==> src/rtl/maria_dl_fetch_v2.sv <==
// Maria display-list fetch engine: walks the DLL and zone display lists and
// fetches direct/indirect graphics bytes into a small valid/ready output FIFO.
module maria_dl_fetch_v2 #(
  parameter int unsigned AW         = 16,
  parameter int unsigned WAIT_RAM   = 2,
  parameter int unsigned WAIT_ROM   = 3,
  parameter int unsigned FIFO_DEPTH = 4
) (
  input  logic          clk_sys,
  input  logic          reset,
  input  logic          ce,
  input  logic          start,
  input  logic          dll_reload,
  input  logic          abort,
  input  logic [AW-1:0] zp,
  input  logic [7:0]    char_base,
  input  logic          char_width,
  output logic [AW-1:0] mem_addr,
  output logic          mem_req,
  input  logic [7:0]    mem_data,
  output logic          out_valid,
  input  logic          out_ready,
  output logic [7:0]    out_data,
  output logic [7:0]    out_hpos,
  output logic [2:0]    out_pal,
  output logic          out_wm,
  output logic          out_newobj,
  output logic          busy,
  output logic          dli,
  output logic [9:0]    cycles
);
  localparam int unsigned PW = $clog2(FIFO_DEPTH);
  localparam int unsigned CW = 8;
  localparam logic [CW-1:0] RAM_LAST  = CW'(WAIT_RAM - 1);
  localparam logic [CW-1:0] ROM_LAST  = CW'(WAIT_ROM - 1);
  localparam logic [CW-1:0] ROM2_LAST = CW'(2 * WAIT_ROM - 1);

  typedef enum logic [3:0] {
    S_IDLE, S_DLL0, S_DLL1, S_DLL2, S_HDR0, S_HDR1, S_HDR2, S_HDR3, S_HDR4,
    S_IND_PTR, S_IND_BYTE, S_DIRECT, S_HOLE, S_FIN
  } state_e;

  typedef struct packed {
    logic [7:0] data;
    logic [7:0] hpos;
    logic [2:0] pal;
    logic       wm;
    logic       newobj;
  } fifo_ent_t;

  state_e        state_q;
  logic [CW-1:0] wait_q;
  logic [AW-1:0] dll_ptr_q, mem_addr_q;
  logic [15:0]   dp_q, dl_ptr_q, gaddr_q;
  logic [3:0]    offset_q;
  logic          dli_q, a12en_q, a11en_q;
  logic [7:0]    lo_q, base_q, hpos_q, char_q;
  logic          hole_q, five_q, ind_q, wm_q, second_q, newobj_q;
  logic [2:0]    pal_q;
  logic [4:0]    w_q;
  logic [5:0]    cnt_q;
  logic          busy_q, mem_req_q;
  logic [9:0]    cycles_q;

  fifo_ent_t     fifo_q [FIFO_DEPTH];
  logic [PW-1:0] wr_ptr_q, rd_ptr_q;
  logic [PW:0]   fifo_cnt_q;

  logic [7:0] off8, char_hi, h_chk;
  logic       hole_hit, full, pop, stall, abort_hit, push;
  fifo_ent_t  push_ent, head;

  // Holey-zone check is evaluated when the header high byte arrives.
  always_comb begin
    off8     = {4'b0, offset_q};
    char_hi  = char_base + off8;
    h_chk    = ind_q ? char_hi : mem_data + off8;
    hole_hit = h_chk[7] & ((h_chk[3] & a11en_q) | (h_chk[4] & a12en_q));
  end

  assign full      = (fifo_cnt_q == (PW+1)'(FIFO_DEPTH));
  assign pop       = ce & out_valid & out_ready;
  assign stall     = full & ~pop;
  assign abort_hit = ce & abort & (state_q != S_IDLE) & (state_q != S_FIN) &
                     (state_q != S_DLL0) & (state_q != S_DLL1) & (state_q != S_DLL2);
  assign push      = ce & ~abort_hit & ~stall & (wait_q == ROM_LAST) &
                     ((state_q == S_DIRECT) | (state_q == S_IND_BYTE));
  assign push_ent  = '{data: mem_data, hpos: hpos_q, pal: pal_q, wm: wm_q, newobj: newobj_q};
  assign head      = fifo_q[rd_ptr_q];

  assign mem_addr   = mem_addr_q;
  assign mem_req    = mem_req_q;
  assign busy       = busy_q;
  assign dli        = dli_q;
  assign cycles     = cycles_q;
  assign out_valid  = (fifo_cnt_q != '0);
  assign out_data   = head.data;
  assign out_hpos   = head.hpos;
  assign out_pal    = head.pal;
  assign out_wm     = head.wm;
  assign out_newobj = head.newobj;

  // Fetch sequencer; every access holds its address until the wait count expires.
  always_ff @(posedge clk_sys) begin
    if (reset) begin
      state_q    <= S_IDLE;
      wait_q     <= '0;
      dll_ptr_q  <= '0;
      mem_addr_q <= '0;
      dp_q       <= '0;
      dl_ptr_q   <= '0;
      gaddr_q    <= '0;
      offset_q   <= '0;
      dli_q      <= 1'b0;
      a12en_q    <= 1'b0;
      a11en_q    <= 1'b0;
      lo_q       <= '0;
      base_q     <= '0;
      hpos_q     <= '0;
      char_q     <= '0;
      hole_q     <= 1'b0;
      five_q     <= 1'b0;
      ind_q      <= 1'b0;
      wm_q       <= 1'b0;
      second_q   <= 1'b0;
      newobj_q   <= 1'b0;
      pal_q      <= '0;
      w_q        <= '0;
      cnt_q      <= '0;
      busy_q     <= 1'b0;
      mem_req_q  <= 1'b0;
      cycles_q   <= '0;
    end else if (ce) begin
      if (busy_q && cycles_q != 10'h3FF) cycles_q <= cycles_q + 10'd1;
      wait_q <= wait_q + CW'(1);
      if (abort_hit) begin
        wait_q <= '0;
        if (offset_q != 4'd0) begin
          offset_q  <= offset_q - 4'd1;
          state_q   <= S_FIN;
          mem_req_q <= 1'b0;
        end else begin
          state_q    <= S_DLL0;
          mem_addr_q <= dll_ptr_q;
        end
      end else begin
        case (state_q)
          S_IDLE: begin
            wait_q <= '0;
            if (start && !abort) begin
              busy_q    <= 1'b1;
              cycles_q  <= '0;
              mem_req_q <= 1'b1;
              if (dll_reload) begin
                dll_ptr_q  <= zp;
                mem_addr_q <= zp;
                state_q    <= S_DLL0;
              end else begin
                dl_ptr_q   <= dp_q;
                mem_addr_q <= AW'(dp_q);
                state_q    <= S_HDR0;
              end
            end
          end
          S_DLL0, S_DLL1, S_DLL2: begin
            if (wait_q == RAM_LAST) begin
              wait_q     <= '0;
              dll_ptr_q  <= dll_ptr_q + AW'(1);
              mem_addr_q <= dll_ptr_q + AW'(1);
              if (state_q == S_DLL0) begin
                {dli_q, a12en_q, a11en_q} <= mem_data[7:5];
                offset_q <= mem_data[3:0];
                state_q  <= S_DLL1;
              end else if (state_q == S_DLL1) begin
                dp_q[15:8] <= mem_data;
                state_q    <= S_DLL2;
              end else begin
                dp_q[7:0]  <= mem_data;
                state_q    <= S_FIN;
                mem_req_q  <= 1'b0;
              end
            end
          end
          S_HDR0, S_HDR1, S_HDR2, S_HDR3, S_HDR4: begin
            if (wait_q == RAM_LAST) begin
              wait_q     <= '0;
              dl_ptr_q   <= dl_ptr_q + 16'd1;
              mem_addr_q <= AW'(dl_ptr_q + 16'd1);
              case (state_q)
                S_HDR0: begin
                  lo_q    <= mem_data;
                  state_q <= S_HDR1;
                end
                S_HDR1: begin
                  if (!mem_data[6] && mem_data[4:0] == 5'd0) begin
                    if (offset_q != 4'd0) begin
                      offset_q  <= offset_q - 4'd1;
                      state_q   <= S_FIN;
                      mem_req_q <= 1'b0;
                    end else begin
                      state_q    <= S_DLL0;
                      mem_addr_q <= dll_ptr_q;
                    end
                  end else if (mem_data[4:0] == 5'd0) begin
                    five_q  <= 1'b1;
                    wm_q    <= mem_data[7];
                    ind_q   <= mem_data[5];
                    state_q <= S_HDR2;
                  end else begin
                    five_q           <= 1'b0;
                    {pal_q, w_q}     <= mem_data;
                    ind_q            <= 1'b0;
                    state_q          <= S_HDR2;
                  end
                end
                S_HDR2: begin
                  base_q  <= ind_q ? mem_data : mem_data + off8;
                  hole_q  <= hole_hit;
                  state_q <= five_q ? S_HDR3 : S_HDR4;
                end
                S_HDR3: begin
                  {pal_q, w_q} <= mem_data;
                  state_q      <= S_HDR4;
                end
                default: begin
                  hpos_q   <= mem_data;
                  cnt_q    <= 6'd32 - {1'b0, w_q};
                  newobj_q <= 1'b1;
                  second_q <= 1'b0;
                  gaddr_q  <= {base_q, lo_q};
                  if (hole_q) begin
                    mem_addr_q <= mem_addr_q;
                    state_q    <= S_HOLE;
                  end else begin
                    mem_addr_q <= AW'({base_q, lo_q});
                    state_q    <= ind_q ? S_IND_PTR : S_DIRECT;
                  end
                end
              endcase
            end
          end
          S_HOLE: begin
            if (wait_q == (ind_q ? ROM2_LAST : ROM_LAST)) begin
              wait_q     <= '0;
              mem_addr_q <= AW'(dl_ptr_q);
              state_q    <= S_HDR0;
            end
          end
          S_IND_PTR: begin
            if (wait_q == RAM_LAST) begin
              wait_q     <= '0;
              char_q     <= mem_data;
              second_q   <= 1'b0;
              mem_addr_q <= AW'({char_hi, mem_data});
              state_q    <= S_IND_BYTE;
            end
          end
          S_DIRECT, S_IND_BYTE: begin
            if (stall) begin
              wait_q <= wait_q;
            end else if (wait_q == ROM_LAST) begin
              wait_q   <= '0;
              newobj_q <= 1'b0;
              if (state_q == S_IND_BYTE && char_width && !second_q) begin
                second_q   <= 1'b1;
                mem_addr_q <= AW'({char_hi, char_q + 8'd1});
              end else if (cnt_q == 6'd1) begin
                mem_addr_q <= AW'(dl_ptr_q);
                state_q    <= S_HDR0;
              end else begin
                cnt_q      <= cnt_q - 6'd1;
                gaddr_q    <= gaddr_q + 16'd1;
                mem_addr_q <= AW'(gaddr_q + 16'd1);
                state_q    <= (state_q == S_IND_BYTE) ? S_IND_PTR : S_DIRECT;
              end
            end
          end
          S_FIN: begin
            wait_q    <= '0;
            busy_q    <= 1'b0;
            mem_req_q <= 1'b0;
            state_q   <= S_IDLE;
          end
          default: state_q <= S_IDLE;
        endcase
      end
    end
  end

  // Output FIFO; a pop frees the head slot before a same-tick push lands.
  always_ff @(posedge clk_sys) begin
    if (reset) begin
      wr_ptr_q   <= '0;
      rd_ptr_q   <= '0;
      fifo_cnt_q <= '0;
      for (int i = 0; i < FIFO_DEPTH; i++) fifo_q[i] <= '0;
    end else if (ce) begin
      if (push) begin
        fifo_q[wr_ptr_q] <= push_ent;
        wr_ptr_q         <= wr_ptr_q + PW'(1);
      end
      if (pop) rd_ptr_q <= rd_ptr_q + PW'(1);
      fifo_cnt_q <= fifo_cnt_q + (PW+1)'(push) - (PW+1)'(pop);
    end
  end

endmodule

==> config.mk <==
export PLATFORM = sky130hd
export DESIGN_NAME = maria_dl_fetch_v2
export DESIGN_NICKNAME = d
export VERILOG_FILES = /design/src/rtl/maria_dl_fetch_v2.sv
export SDC_FILE = /design/constraint.sdc
export NUM_CORES = 1
export LEC_CHECK = 0
export BUFFER_PORTS_ARGS = -buffer_cell sky130_fd_sc_hd__buf_2
export CELL_PAD_IN_SITES_DETAIL_PLACEMENT = 0
export CELL_PAD_IN_SITES_GLOBAL_PLACEMENT = 2
export CORE_MARGIN = 2
export CORE_UTILIZATION = 41
export DETAILED_ROUTE_END_ITERATION = 10
export GPL_ROUTABILITY_DRIVEN = 0
export HOLD_SLACK_MARGIN = 0.02
export PLACE_DENSITY = 0.92
export SLEW_MARGIN = 15
export SYNTH_ARGS = -nofsm -noshare
export SYNTH_HDL_FRONTEND = slang
export SYNTH_SLANG_ARGS = --single-unit
==> constraint.sdc <==
create_clock -name clk_sys -period 9.45 [get_ports clk_sys]
set_input_delay 0.945 -clock clk_sys [delete_from_list [all_inputs] [get_ports clk_sys]]
set_output_delay 0.945 -clock clk_sys [all_outputs]
set_load 0.005 [all_outputs]
## Word-level counts from Yosys, hierarchy flattened

Memory sizes are Yosys's and may differ from the RTL's. A register that Yosys moved wholly into a read port is not among the register bits.
Index checks and enable logic that the tools add are counted.

| word-level totals | value |
|---|---|
| memories | 1 |
| logic and storage cells | 299 |
| output and inout port bits | 51 |
| RAM bits | 84 |
| flip-flop bits (word level) | 170 |

Memories:

| memory | depth | width | rd ports | clocked after memory_dff | write ports | line | text |
|---|---|---|---|---|---|---|---|
| fifo_q | 4 | 21 | 1 | 1 | 4 | 65 | `fifo_ent_t fifo_q [FIFO_DEPTH];` |

| operators by class | value |
|---|---|
| multiplexer cells | 122 |
| bitwise operators | 25 |
| reductions and logical operators | 53 |
| equality and inequality tests | 52 |
| add/sub/neg operators | 15 |

Operator list:

| cell | count |
|---|---|
| $mux W16 | 26 |
| $pmux W16 S2 | 4 |
| $pmux W16 S6 | 1 |
| $mux W4 | 22 |
| $mux W8 | 7 |
| $add A16 B1 Y16 const B | 3 |
| $mux W10 | 4 |
| $ne A3 B3 Y1 const B | 13 |
| $mux W6 | 6 |
| $reduce_and A9 Y1 | 4 |
| $pmux W8 S4 | 1 |
| $ne A2 B2 Y1 const B | 15 |
| $reduce_and A6 Y1 | 5 |
| $mux W1 | 28 |
| $reduce_and A7 Y1 | 4 |
| $eq A4 B4 Y1 const B | 6 |
| $pmux W4 S6 | 1 |
| $mux W21 | 1 |
| $reduce_or A21 Y1 | 1 |
| $reduce_and A5 Y1 | 4 |
| $add A8 B1 Y8 const B | 2 |
| $add A8 B4 Y8 | 2 |
| $and A1 B1 Y1 | 16 |
| $eq A4 B3 Y1 const B | 4 |
| other kinds (49) | 87 |

## Longest topological paths before layout

Gate-level depths: netlist (run 1).

| logic depth | value |
|---|---|
| word-level depth | 17 |
| mapped depth | 16 |

## Worst setup path after synthesis (run 1)

Ideal clock, no wire load.

| timing path | value |
|---|---|
| kind | input-to-reg |
| start | in ce |
| end | mem fifo_q[1][0] (netlist bit) (enable) |
| path slack | 5.722 ns |
| path buffers | 2 |
| stages | 6 |
| arrival time | 3.300 ns |
| data required time | 9.022 ns |
| cell sequence | clkbuf_1 -> o21a_1 -> buf_2 -> o2111a_2 -> inv_1 -> o21ai_0 |

RTL lines:

| element | line | text |
|---|---|---|
| start: declaration | 11 | `input logic ce,` |
| end: declaration | 65 |  |

## Worst setup path in the final report (run 1)

| timing path | value |
|---|---|
| start | reg state_q[3] |
| end | reg fifo_cnt_q[2] |

| between the ends | value |
|---|---|
| word-level cells in the longest chain between the ends | 13 |
| elaborated cells on any way between the ends | 20 |

RTL lines:

| element | line | text |
|---|---|---|
| start: declaration | 51 | `state_e state_q;` |
| start signal: assignment | 219 | `state_q <= five_q ? S_HDR3 : S_HDR4;` |
| start signal: assignment | 236 | `state_q <= ind_q ? S_IND_PTR : S_DIRECT;` |
| start signal: assignment | 274 | `state_q <= (state_q == S_IND_BYTE) ? S_IND_PTR : S_DIRECT;` |
| $reduce_bool A4 Y1 | 84 | `assign abort_hit = ce & abort & (state_q != S_IDLE) & (state_q != S_FIN) &` |
| $and A1 B1 Y1 (3 in series) | 84 |  |
| $and A1 B1 Y1 (2 in series) | 85 | `(state_q != S_DLL0) & (state_q != S_DLL1) & (state_q != S_DLL2);` |
| $not A1 Y1 (no source line) | n/a |  |
| $and A1 B1 Y1 (3 in series) | 86 | `assign push = ce & ~abort_hit & ~stall & (wait_q == ROM_LAST) &` |
| $and A1 B1 Y1 (*) | 86 |  |
| $add A3 B1 Y3 (*) | 303 | `fifo_cnt_q <= fifo_cnt_q + (PW+1)'(push) - (PW+1)'(pop);` |
| $sub A3 B1 Y3 (*) | 303 |  |
| end signal: assignment | 303 |  |
| end: declaration | 67 | `logic [PW:0] fifo_cnt_q;` |

Every way passes the cells marked *; elsewhere a longest branch is shown, timed or not.
A chain may end at the register's enable or synchronous reset.

==> key figures, run 1 <==
Run status
  • Status: completed

Clock network
  • CTS tree: done
  • Max clock buf depth: 3
  • Post-CTS Hold Fix Bufs: 0
  • Max H-tree Level: 1
  • CTS resizes: 0
  • Clk_lat worst skew: roughly 0.57 ns
  • CTS clk-pin slew, worst paths: ~0.060 ns
  • CTS Buf Count: 30
  • Root Buffer: clkbuf_16
  • Sinks on Clock Net: between 200 and 300
  • Post-CTS Repair Setup Buffers: 0

Critical path
  • CP required: 9.90 ns
  • Crit-path max cell delay: a little under 0.7 ns
  • CP Class: reg -> reg
  • Top cell family by delay on the critical path: compound AO/OA/AOI/OAI gates
  • CP bufs+invs: 4
  • Setup crit start kind: flop
  • CP endpoint kind: flop
  • Most used cell along the critical path: inv_1
  • Crit path cell chain: buf_4 > and4b_1 > o21a_1 > o2111a_2 > inv_1 > ha_1 > inv_1 > ha_1 > inv_1 > fa_1 > xor2_1 > nand2_1 > xor2_1 > nor2_1
  • Worst-path maximum fanout: 37
  • Slowest CP cell: o21a_1
  • Arrival @ worst endpoint: around 4.1 ns

Die
  • Initial Utilization: about two fifths
  • Rows: 69
  • Die height: 195 um
  • Die Area: approximately 38000 um^2
  • Core area: roughly 36000 um^2
  • Ports: between 90 and 100
  • Chip Width: around 200 um

Routing
  • Antenna viol nets, final: 0
  • Total number of vias: 13600
  • Iter 0 DRT Violations: about 1700
  • Uppermost routed layer: met5
  • Residual DRC count: 0
  • WL/cell: around 23 um
  • First drt pass iteration count: 6
  • Met3 WL: roughly 4300 um
  • Met1 WL: 21500 um
  • Total wire length: roughly 52000 um
  • DR WL met2: between 20000 and 25000 um
  • DR vias/cell: between 6 and 7

Synth
  • EDFF count, synth: between 80 and 90
  • Top area cells in the synthesized netlist: dfxtp_1, edfxtp_1, nor2_1, mux2i_1, nand2_1
  • Synth unique cells: 86
  • Syn nets: 1780
  • Yosys top cell area share: a little under a quarter
  • Synthesized area: about 15000 um^2
  • Ys async rst share: 0%
  • Post-Syn Area per Cell: approximately 8.7 um^2
  • Register bit total from synthesis: roughly 260
  • Ys flop type: dfxtp_1
  • YS warnings: 0
  • Synth Instances: roughly 1700
  • Post-synthesis sequential area ratio: 40.0%
  • Area leader, netlist: dfxtp_1

Placement
  • Pre-CTS setup slack: 5.52 ns
  • Placed cell count: between 2000 and 2500
  • DP Area: 15700 um^2
  • IO buf count: 90
  • Hpwl dp: around 36000 um

Timing
  • Final WS setup: 5.77 ns
  • Fin crit period: ~3.7 ns
  • Hold Violations, Final: 0
  • Unrepaired setup endpoints after global routing: false
  • Worst slew margin: roughly 16%
  • Period utilization: between 30% and 40%
  • Max-slew violation total from the final report: 0
  • Final Skew: between 0.009 and 0.01 ns
  • Achievable Freq: approximately 270 MHz
  • Worst-Margin Slew: 1.26 ns
  • Setup TNS: 0 ns
  • # setup viols final: 0

Power
  • Worst ir drop on vdd: about 0.00016 V
  • Leak: between 6 and 7 nW
  • PwrDens: approximately 220 nW/um^2
  • Power, Total: 3.59 mW

Global routing
  • GRT Total Usage: a little over a quarter
  • First-pass GRT wire length: 78100 um
  • GRT overflow: 0
  • Vias in the first global route: around 13000
  • Largest net degree at the start of global routing: 76
  • Antenna violations before repair: 1

Cells and area
  • Final instance area: ~17000 um^2
  • Ant. Diodes: 0
  • Share of cells above drive strength 1: 12.8%
  • Filler instances: about 3500
  • Final Non-Filler Cells: about 2200
  • NumNets Final: between 1500 and 2000
  • Area Overhead vs Synth: 11.4%

Worst hold path
  • Hold Crit Class: reg -> reg

Run
  • # Max-Cap Violations: 0
## tightest hold or removal path, delay by kind of cell (launching register included)
| family | cells | cell delay (ns) |
|---|---|---|
| compound gates | 2 | 0.12 |
| flops | 1 | 0.31 |
## cells by family (layout without fill, tap and decap cells)
kind of cell    Yosys count  in the layout  share of synthesized area [%]
compound gates          422            422                           19.0
xor+xnor                 68             68                           3.99
fa+ha+maj                25             25                           2.25
buf+inv                 187            226                           4.90
flops                   256            256                           40.0
mux                     103            103                           8.69
simple gates            654            654                           21.2
## final cells by class
cell class	instances	area [um^2]	area share [%]
timing repair buffer	116	648	3.90
tap	461	577	3.47
clock inverter	10	128	0.768
clock buffer	44	843	5.07
multi-input combinational	1272	8250	49.6
sequential	256	5970	35.9
inverter	56	210	1.26
## Yosys cell counts, types with 9 or more instances
library cell	instances
buf_1	13
nor2_1	218
nand2b_1	14
nor3_1	38
or3_1	14
o31ai_1	11
a211o_1	11
inv_1	56
xor2_1	44
mux4_2	21
o211ai_1	16
clkbuf_1	98
o22ai_1	13
nand2_1	174
and2_1	30
o32ai_1	17
buf_2	18
dfxtp_1	172
o21ai_0	76
o21a_1	9
ha_1	22
and3_1	16
xnor2_1	24
a31oi_1	18
nand4_1	25
a22oi_1	18
edfxtp_1	84
mux2i_1	79
a21o_1	12
nand3_1	51
a211oi_1	16
and4_1	10
nor2b_1	11
a21oi_1	117
## cell usage in the layout (no fill, tap or decap), types with 12 or more instances in the layout
| cell type | Yosys | final |
|---|---|---|
| and3_1 | 16 | 16 |
| inv_1 | 56 | 56 |
| a211oi_1 | 16 | 16 |
| clkbuf_16 | 0 | 30 |
| a22oi_1 | 18 | 18 |
| buf_2 | 18 | 89 |
| nand3_1 | 51 | 51 |
| nand2_1 | 174 | 174 |
| o21ai_0 | 76 | 72 |
| o211ai_1 | 16 | 16 |
| o32ai_1 | 17 | 17 |
| xor2_1 | 44 | 44 |
| nand4_1 | 25 | 25 |
| dfxtp_1 | 172 | 172 |
| o22ai_1 | 13 | 13 |
| xnor2_1 | 24 | 24 |
| a21o_1 | 12 | 12 |
| a21oi_1 | 117 | 117 |
| or3_1 | 14 | 14 |
| nor3_1 | 38 | 36 |
| mux4_2 | 21 | 21 |
| ha_1 | 22 | 22 |
| edfxtp_1 | 84 | 84 |
| nand2b_1 | 14 | 14 |
| mux2i_1 | 79 | 79 |
| and2_1 | 30 | 30 |
| buf_4 | 2 | 27 |
| nor2_1 | 218 | 216 |
| a31oi_1 | 18 | 18 |
## final timing paths
check	slack, ns	depth (start not counted)	from	end
setup / recovery	5.77	14	state_q[3]$_SDFFE_PP0P_	fifo_cnt_q[2]$_SDFFE_PP0P_
hold / removal	0.47	2	mem_req$_SDFFE_PP0P_	mem_req$_SDFFE_PP0P_
setup reg to reg	5.77	14	state_q[3]$_SDFFE_PP0P_	fifo_cnt_q[2]$_SDFFE_PP0P_
hold reg to reg	0.47	2	mem_req$_SDFFE_PP0P_	mem_req$_SDFFE_PP0P_
## routing by layer
| metal | track usage, % | vias to the layer above |
|---|---|---|
| met2 | 43.3 | 638 |
| met4 | 10.0 | 2 |
| met3 | 3.56 | 117 |
| met5 | 0 | - |
| met1 | 36.1 | 6488 |
| li1 | - | 6306 |
## report_power, final
group	internal (mW)	leakage, nW	switching (mW)
Sequential	1.20	2.25	0.0746
Combinational	0.364	3.45	0.797
Clock	0.672	0.476	0.479
## state kept, by name, summed over array words and instances (netlist names), 2 cells and up, named ones only
register	cells
base_q	8
char_q	8
cnt_q	6
cycles	10
dl_ptr_q	16
dll_ptr_q	16
dp_q	16
fifo_cnt_q	3
fifo_q	84
gaddr_q	16
hpos_q	8
lo_q	8
mem_addr	16
offset_q	4
pal_q	3
rd_ptr_q	2
state_q	4
w_q	5
wait_q	8
wr_ptr_q	2
## metrics by stage
| step | hold WS [ns] | util (%) |
|---|---|---|
| 5_1_grt | 0.505 | 46.5 |
| 2_1_floorplan | 0.445 | - |
| 3_5_place_dp | 0.465 | 43.8 |
| 3_3_place_gp | 0.463 | 43.8 |
| 6_report | 0.472 | 46.5 |
| 4_1_cts | 0.474 | 46.5 |
Note: power is estimated with default switching activity, not from simulation.
==> run 2, diff against run 1 <==
--- a/config.mk
+++ b/config.mk
@@ -5,15 +5,16 @@
 export SDC_FILE = /design/constraint.sdc
 export NUM_CORES = 1
 export LEC_CHECK = 0
+export ABC_AREA = 1
 export BUFFER_PORTS_ARGS = -buffer_cell sky130_fd_sc_hd__buf_2
 export CELL_PAD_IN_SITES_DETAIL_PLACEMENT = 0
 export CELL_PAD_IN_SITES_GLOBAL_PLACEMENT = 2
 export CORE_MARGIN = 2
-export CORE_UTILIZATION = 41
+export CORE_UTILIZATION = 36
 export DETAILED_ROUTE_END_ITERATION = 10
 export GPL_ROUTABILITY_DRIVEN = 0
 export HOLD_SLACK_MARGIN = 0.02
-export PLACE_DENSITY = 0.92
+export PLACE_DENSITY = 0.88
 export SLEW_MARGIN = 15
 export SYNTH_ARGS = -nofsm -noshare
 export SYNTH_HDL_FRONTEND = slang
==> constraint.sdc (replaced) <==
create_clock -name clk_sys -period 3.5 [get_ports clk_sys]
set_input_delay 0.35 -clock clk_sys [delete_from_list [all_inputs] [get_ports clk_sys]]
set_output_delay 0.35 -clock clk_sys [all_outputs]
set_load 0.005 [all_outputs]
==> run 2 against run 1 <==
Effect of this change: cell area is 0.50% higher; synthesized cell count is 16% higher; clock-buffer cell count down 10; sequential power rose to 2.8 times the previous value; cell count rose by 17%; register-to-register slack worse by 5.1 ns; global-route usage down 1.9 points; power rose to 2.8 times the previous value; sequential cell count stayed put; first-iteration DRC count decreased by 26%; area after synthesis fell by 1.7%; worst hold slack got worse by 0.42 ns; critical endpoint unchanged; highest routed layer is now met4.
==> key figures, run 2 <==
Timing
  • Period utilization: 80.7% (+42 points)
  • Fin crit period: 2.83 ns (-0.852 ns)
  • Achievable Freq: 354 MHz (+30%)
  • Setup TNS: 0 ns (unchanged)
  • Unrepaired setup endpoints after global routing: false
  • Worst-Margin Slew: 0.803 ns (-0.453 ns)
  • Worst slew margin: 46.4% (+31 points)
  • Max-slew violation total from the final report: 0 (unchanged)
  • Hold Violations, Final: 0 (unchanged)
  • Final Skew: 0.0229 ns (+0.0134 ns)
  • # setup viols final: 0 (unchanged)

Synth
  • Ys async rst share: 0% (unchanged)
  • EDFF count, synth: 84 (unchanged)
  • Top area cells in the synthesized netlist: dfxtp_1, edfxtp_1, nand2_1, o21ai_0, a21oi_1
  • YS warnings: 0 (unchanged)
  • Synth top cells by count: nand2_1, nor2_1, o21ai_0
  • Syn nets: 2053 (+15%)
  • Register bit total from synthesis: 256 (unchanged)
  • Post-Syn Area per Cell: 7.38 um^2 (-15%)
  • Yosys top cell area share: 23.5% (+0.40 points)
  • Synth Instances: 1988 (+16%)
  • Ys flop type: dfxtp_1
  • Area leader, netlist: dfxtp_1
  • Post-synthesis sequential area ratio: 40.7% (+0.68 points)
  • Synth unique cells: 56 (-35%)
  • Synthesized area: 14700 um^2 (-1.7%)
  • Top-count cell post-synth: nand2_1

Cells and area
  • Area Overhead vs Synth: 13.8%
  • Ant. Diodes: 0 (unchanged)
  • Final design utilization: 41.8% (-4.7 points)
  • Commonest cells after routing, fill and taps aside: nand2_1, nor2_1, o21ai_0
  • Commonest non-fill, non-tap cell in the layout: nand2_1
  • NumNets Final: 2112 (+18%)
  • Largest register FFs: 84 (unchanged)
  • Share of cells above drive strength 1: 13.6% (+0.82 points)
  • Multi-input gate area: 7490 um^2 (-9.3%)
  • Final instance area: 16700 um^2 (+0.50%)
  • FF+latch area: 5970 um^2 (unchanged)
  • Register name with the most flops: fifo_q
  • Filler instances: 4159 (+19%)

Die
  • Chip Width: 206 um (+5.7%)
  • Core area: 40000 um^2 (+12%)
  • Ports: 91 (unchanged)
  • Die height: 206 um (+5.7%)
  • Rows: 73 (+5.8%)
  • Die Area: 42400 um^2 (+12%)
  • Initial Utilization: 36.7% (-5.1 points)

Routing
  • WL/cell: 20.2 um (-13%)
  • Iter 0 DRT Violations: 1216 (-26%)
  • First drt pass iteration count: 5 (-1)
  • DR vias/cell: 5.46 (-11%)
  • Antenna viol nets, final: 0 (unchanged)
  • Total number of vias: 14200 (+4.4%)
  • Total wire length: 52400 um (+1.3%)
  • Residual DRC count: 0 (unchanged)

Critical path
  • CP Class: reg -> reg
  • CP endpoint kind: flop
  • CP required: 4.03 ns (-5.87 ns)
  • Arrival @ worst endpoint: 3.35 ns (-0.77 ns)
  • Setup crit start kind: flop
  • Worst-path maximum fanout: 8 (-78%)

Clock network
  • Post-CTS Hold Fix Bufs: 0 (unchanged)
  • CTS tree: done
  • Clk_lat worst skew: 0.59 ns (+0.02 ns)
  • Max H-tree Level: 1 (unchanged)
  • Post-CTS Repair Setup Buffers: 0 (unchanged)
  • Max clock buf depth: 3 (unchanged)
  • Root Buffer: clkbuf_16
  • CTS Buf Count: 30 (unchanged)
  • CTS resizes: 0 (unchanged)
  • Sinks on Clock Net: 256 (unchanged)
  • CTS clk-pin slew, worst paths: 0.06 ns (about the same)

Power
  • Leak: 6.38 nW (+3.4%)
  • Power, Total: 10.1 mW (+180%)
  • Comb pwr share: 30.0% (-2.4 points)
  • P_sw: 3.71 mW (+180%)
  • Pint: 6.35 mW (+180%)
  • PwrDens: 603 nW/um^2 (+180%)
  • Worst ir drop on vdd: 0.000404 V (+150%)
  • Switching part of the total power: 36.9% (-0.76 points)
  • Clock power share: 34.5% (+2.4 points)
  • Sequential share of power: 35.5% (about the same)

Global routing
  • Vias in the first global route: 13300 (+4.8%)
  • Antenna violations before repair: 0 (-1)
  • GRT overflow: 0 (unchanged)
  • GRT Total Usage: 24.7% (-1.9 points)
  • First-pass GRT wire length: 80500 um (+3.1%)
  • Largest net degree at the start of global routing: 74 (-2.6%)

Placement
  • Hpwl dp: 37900 um (+5.3%)
  • DP Area: 15600 um^2 (-0.19%)
  • IO buf count: 90 (unchanged)

Run status
  • Status: completed

Run
  • # Max-Cap Violations: 0 (unchanged)

Worst hold path
  • Hold Crit Class: in -> reg
-- run 2: changes by cell type after synthesis, sizes merged, moves of 18 or more --
cell    delta
nor2      +41
clkbuf    -43
mux2i     -79
mux4      -21
a21oi     +66
nand2    +181
o21ai    +159
inv      +147
nor3      +24
nand3     +43
xnor2     -18
and2      -30
-- run 2: per-layer routing --
| metal | vias up | global-route usage [%] | routed length, um |
|---|---|---|---|
| met5 | - | 0 | 0 |
| met4 | 0 | 6.71 | 1320 |
| met3 | 70 | 3.45 | 3540 |
| met2 | 516 | 38.6 | 23200 |
| met1 | 6683 | 35.6 | 24400 |
| li1 | 6884 | - | - |
-- run 2: per-stage QoR --
step / setup slack (ns) / hold WS, ns / instances
global placement: 0.635 / 0.432 / 2540
floorplan: 0.199 / 0.424 / 1988
global route: 0.410 / 0.0630 / 2593
detailed placement: 0.629 / 0.447 / 2540
CTS: 0.676 / 0.0403 / 2593
finish: 0.675 / 0.0542 / 2593
-- run 2: power groups by stage --
stage | combinational [mW] | sequential, mW | clock, mW
after CTS | 2.98 | 3.56 | 3.52
after floorplan | 2.06 | 3.56 | 0
final | 3.02 | 3.57 | 3.48
after global placement | 2.98 | 3.62 | 0
after detailed placement | 2.97 | 3.62 | 0
after global routing | 3.34 | 3.60 | 3.64
-- run 2: area by class of cell --
| cell class | instances | area share, % |
|---|---|---|
| Clock buffer | 34 | 4.64 |
| Sequential cell | 256 | 35.7 |
| Inverter | 207 | 4.67 |
| Tap cell | 525 | 3.93 |
| Clock inverter | 19 | 1.85 |
| Multi-Input combinational cell | 1426 | 44.8 |
| Timing Repair Buffer | 126 | 4.39 |
-- run 2: worst max-delay path, cell delays in order (launching register included) --
cell and delay [ns]:
dfxtp_1 0.45, inv_2 0.10, nor2_4 0.13, nand2_1 0.10, nand4_1 0.16, nand2_4 0.09, clkinv_2 0.12, nand4_4 0.18
ha_1 0.33, inv_1 0.05, ha_1 0.13, inv_1 0.04, fa_1 0.37, a21oi_1 0.15, o21a_1 0.16, o21ai_0 0.07
a21oi_1 0.13
-- run 2: cell families (layout without fill, tap and decap cells) --
logic type                 count (synthesis)  after routing  share of synthesized area, %
and+or+nand+nor                          823            823                          26.1
DFF                                      256            256                          40.7
buffers and inverters                    306            386                          8.48
AOI/OAI and AO/OA                        544            544                          20.4
adders and majority gates                 25             25                          2.28
xor gates and xnor gates                  34             34                          2.03
-- run 2: path summary, 6_finish.rpt --
check	start	to	slack (ns)	cells past startpoint
worst max-delay path	state_q[0]$_SDFFE_PP0P_	fifo_cnt_q[2]$_SDFFE_PP0P_	0.67	16
worst min-delay path	zp[3]	dll_ptr_q[3]$_SDFFE_PP0P_	0.05	3
worst max register to register	state_q[0]$_SDFFE_PP0P_	fifo_cnt_q[2]$_SDFFE_PP0P_	0.67	16
worst min register to register	dli$_SDFFE_PP0P_	dli$_SDFFE_PP0P_	0.45	2
==> run 3, diff against run 2 <==
--- a/config.mk
+++ b/config.mk
@@ -10,11 +10,11 @@
 export CELL_PAD_IN_SITES_DETAIL_PLACEMENT = 0
 export CELL_PAD_IN_SITES_GLOBAL_PLACEMENT = 2
 export CORE_MARGIN = 2
-export CORE_UTILIZATION = 36
+export CORE_UTILIZATION = 32
 export DETAILED_ROUTE_END_ITERATION = 10
 export GPL_ROUTABILITY_DRIVEN = 0
 export HOLD_SLACK_MARGIN = 0.02
-export PLACE_DENSITY = 0.88
+export PLACE_DENSITY = 0.83
 export SLEW_MARGIN = 15
 export SYNTH_ARGS = -nofsm -noshare
 export SYNTH_HDL_FRONTEND = slang
==> constraint.sdc (replaced) <==
create_clock -name clk_sys -period 2.5 [get_ports clk_sys]
set_input_delay 0.25 -clock clk_sys [delete_from_list [all_inputs] [get_ports clk_sys]]
set_output_delay 0.25 -clock clk_sys [all_outputs]
set_load 0.005 [all_outputs]
==> run 3 against run 2 <==
Effect of this change: sequential cell count did not move; cell count rose by 6.2%; largest power group unchanged; first-iteration DRC count increased by 2.1%; core utilization decreased by 3.1 points; critical path depth unchanged; power rose by 42%; sequential share of layout area fell by 1.6 points; largest cell class unchanged; cell area grew 4.9%; worst hold slack lost 0.020 ns.
==> key figures, run 3 (synthesis gave the netlist of run 2 again) <==
Timing
  • # setup viols final: 0 (unchanged)
  • Max-slew violation total from the final report: 0 (unchanged)
  • Hold Violations, Final: 0 (unchanged)
  • Final Skew: 0.0155 ns (-0.00746 ns)
  • Unrepaired setup endpoints after global routing: true
  • Worst-Margin Slew: 0.682 ns (-0.121 ns)
  • Worst slew margin: 54.1% (+7.7 points)
  • Achievable Freq: 413 MHz (+17%)
  • Period utilization: 96.8% (+16 points)
  • Fin crit period: 2.42 ns (-0.405 ns)

Die
  • Rows: 78 (+6.8%)
  • Chip Width: 218 um (+5.9%)
  • Ports: 91 (unchanged)
  • Die Area: 47600 um^2 (+12%)
  • Core area: 45300 um^2 (+13%)
  • Initial Utilization: 32.4% (-4.3 points)
  • Die height: 218 um (+5.9%)

Power
  • Power, Total: 14.2 mW (+42%)
  • Leak: 6.78 nW (+6.2%)
  • Worst ir drop on vdd: 0.000614 V (+52%)
  • PwrDens: 813 nW/um^2 (+35%)

Worst hold path
  • Hold Startpoint: zp[12]
  • Hold Crit Class: in -> reg

Routing
  • Total number of vias: 14400 (+1.7%)
  • Iter 0 DRT Violations: 1241 (+2.1%)
  • WL/cell: 20.2 um (+0.10%)
  • Residual DRC count: 0 (unchanged)
  • First drt pass iteration count: 6 (+1)
  • Antenna viol nets, final: 0 (unchanged)
  • DR vias/cell: 5.23 (-4.3%)
  • Total wire length: 55700 um (+6.3%)

Critical path
  • CP required: 2.98 ns (-1.05 ns)
  • CP startpoint: state_q[0]$_SDFFE_PP0P_
  • CP Class: reg -> reg
  • Setup crit start kind: flop
  • Worst r2r src: state_q[0]$_SDFFE_PP0P_
  • CP endpoint kind: flop
  • Worst-path maximum fanout: 6 (-2)
  • Arrival @ worst endpoint: 2.90 ns (-0.45 ns)

Global routing
  • GRT Total Usage: 22.8% (-1.9 points)
  • First-pass GRT wire length: 82800 um (+2.8%)
  • GRT overflow: 0 (unchanged)
  • Vias in the first global route: 13600 (+2.3%)
  • Antenna violations before repair: 1 (+1)
  • Largest net degree at the start of global routing: 75 (+1.4%)

Run
  • # Max-Cap Violations: 0 (unchanged)

Placement
  • Hpwl dp: 40500 um (+6.9%)
  • Placed cell count: 2690 (+5.9%)
  • IO buf count: 90 (unchanged)

Cells and area
  • NumNets Final: 2199 (+4.1%)
  • Commonest cells after routing, fill and taps aside: nand2_1, nor2_1, o21ai_0
  • Final Non-Filler Cells: 2754 (+6.2%)
  • Area Overhead vs Synth: 19.4%
  • Register name with the most flops: fifo_q
  • Commonest non-fill, non-tap cell in the layout: nand2_1
  • Ant. Diodes: 0 (unchanged)
  • Largest register FFs: 84 (unchanged)
  • Share of cells above drive strength 1: 17.1% (+3.5 points)

Clock network
  • CTS clk-pin slew, worst paths: 0.07 ns (about the same)
  • Sinks on Clock Net: 256 (unchanged)
  • Max clock buf depth: 3 (unchanged)
  • CTS Buf Count: 30 (unchanged)
  • Max H-tree Level: 1 (unchanged)
  • Root Buffer: clkbuf_16
  • CTS tree: done
  • Clk_lat worst skew: 0.59 ns (about the same)

Run status
  • Status: completed
run 3: area by class of cell:
class	count	area, um^2
Inverter	207	788
Sequential cell	256	5980
Fill cell	4798	27800
Multi-Input combinational cell	1427	7570
Timing Repair Buffer	212	1470
Tap cell	600	751
Clock inverter	12	160
Clock buffer	40	808
run 3: worst paths after layout:
kind / end / slack [ns] / cells after the start
hold reg to reg: dli$_SDFFE_PP0P_ / 0.46 / 2
setup / recovery: fifo_cnt_q[2]$_SDFFE_PP0P_ / 0.08 / 16
setup reg to reg: fifo_cnt_q[2]$_SDFFE_PP0P_ / 0.08 / 16
hold / removal: dll_ptr_q[12]$_SDFFE_PP0P_ / 0.03 / 3
run 3: layer usage:
metal	track usage, %	vias up	wire [um]
met1	32.1	6847	25900
met4	6.15	0	1780
li1	-	7060	-
met3	2.74	74	2940
met5	0	-	0
met2	36.8	411	25100
run 3: per-stage QoR:
stage | cell area, um^2 | setup TNS, ns | setup WS, ns | hold slack, ns | utilization, %
2_1_floorplan | 14700 | -3.67 | -0.0872 | 0.405 | -
3_3_place_gp | 16400 | 0 | 0.0250 | 0.446 | 36.1
3_5_place_dp | 16400 | 0 | 0.0812 | 0.451 | 36.1
4_1_cts | 17400 | 0 | 0.0232 | 0.0209 | 38.4
5_1_grt | 17500 | -0.114 | -0.114 | 0.0628 | 38.7
6_report | 17500 | 0 | 0.0797 | 0.0342 | 38.7
run 3: what timing repair did:
item,CTS,global route
hold buffers,8,0
gates resized for setup,0,24
setup buffers,0,3
endpoints found under the hold margin,9,0
setup endpoints to repair,0,18
run 3: report_power, final:
group	internal, mW	total, mW	switching (mW)
logic	1.61	4.84	3.23
clock network	2.57	4.43	1.86
registers	4.65	4.98	0.325
run 3: critical path, cell delays in order, from the launching register on:
cell,delay (ns)
dfxtp_4,0.38
inv_2,0.07
nor2_4,0.11
nand2_1,0.07
nand4_1,0.13
nand2_4,0.10
clkinv_4,0.06
nand4_4,0.08
ha_4,0.25
inv_1,0.05
ha_1,0.13
inv_1,0.05
fa_2,0.36
a21oi_2,0.16
o21a_1,0.15
buf_4,0.10
a21oi_1,0.05
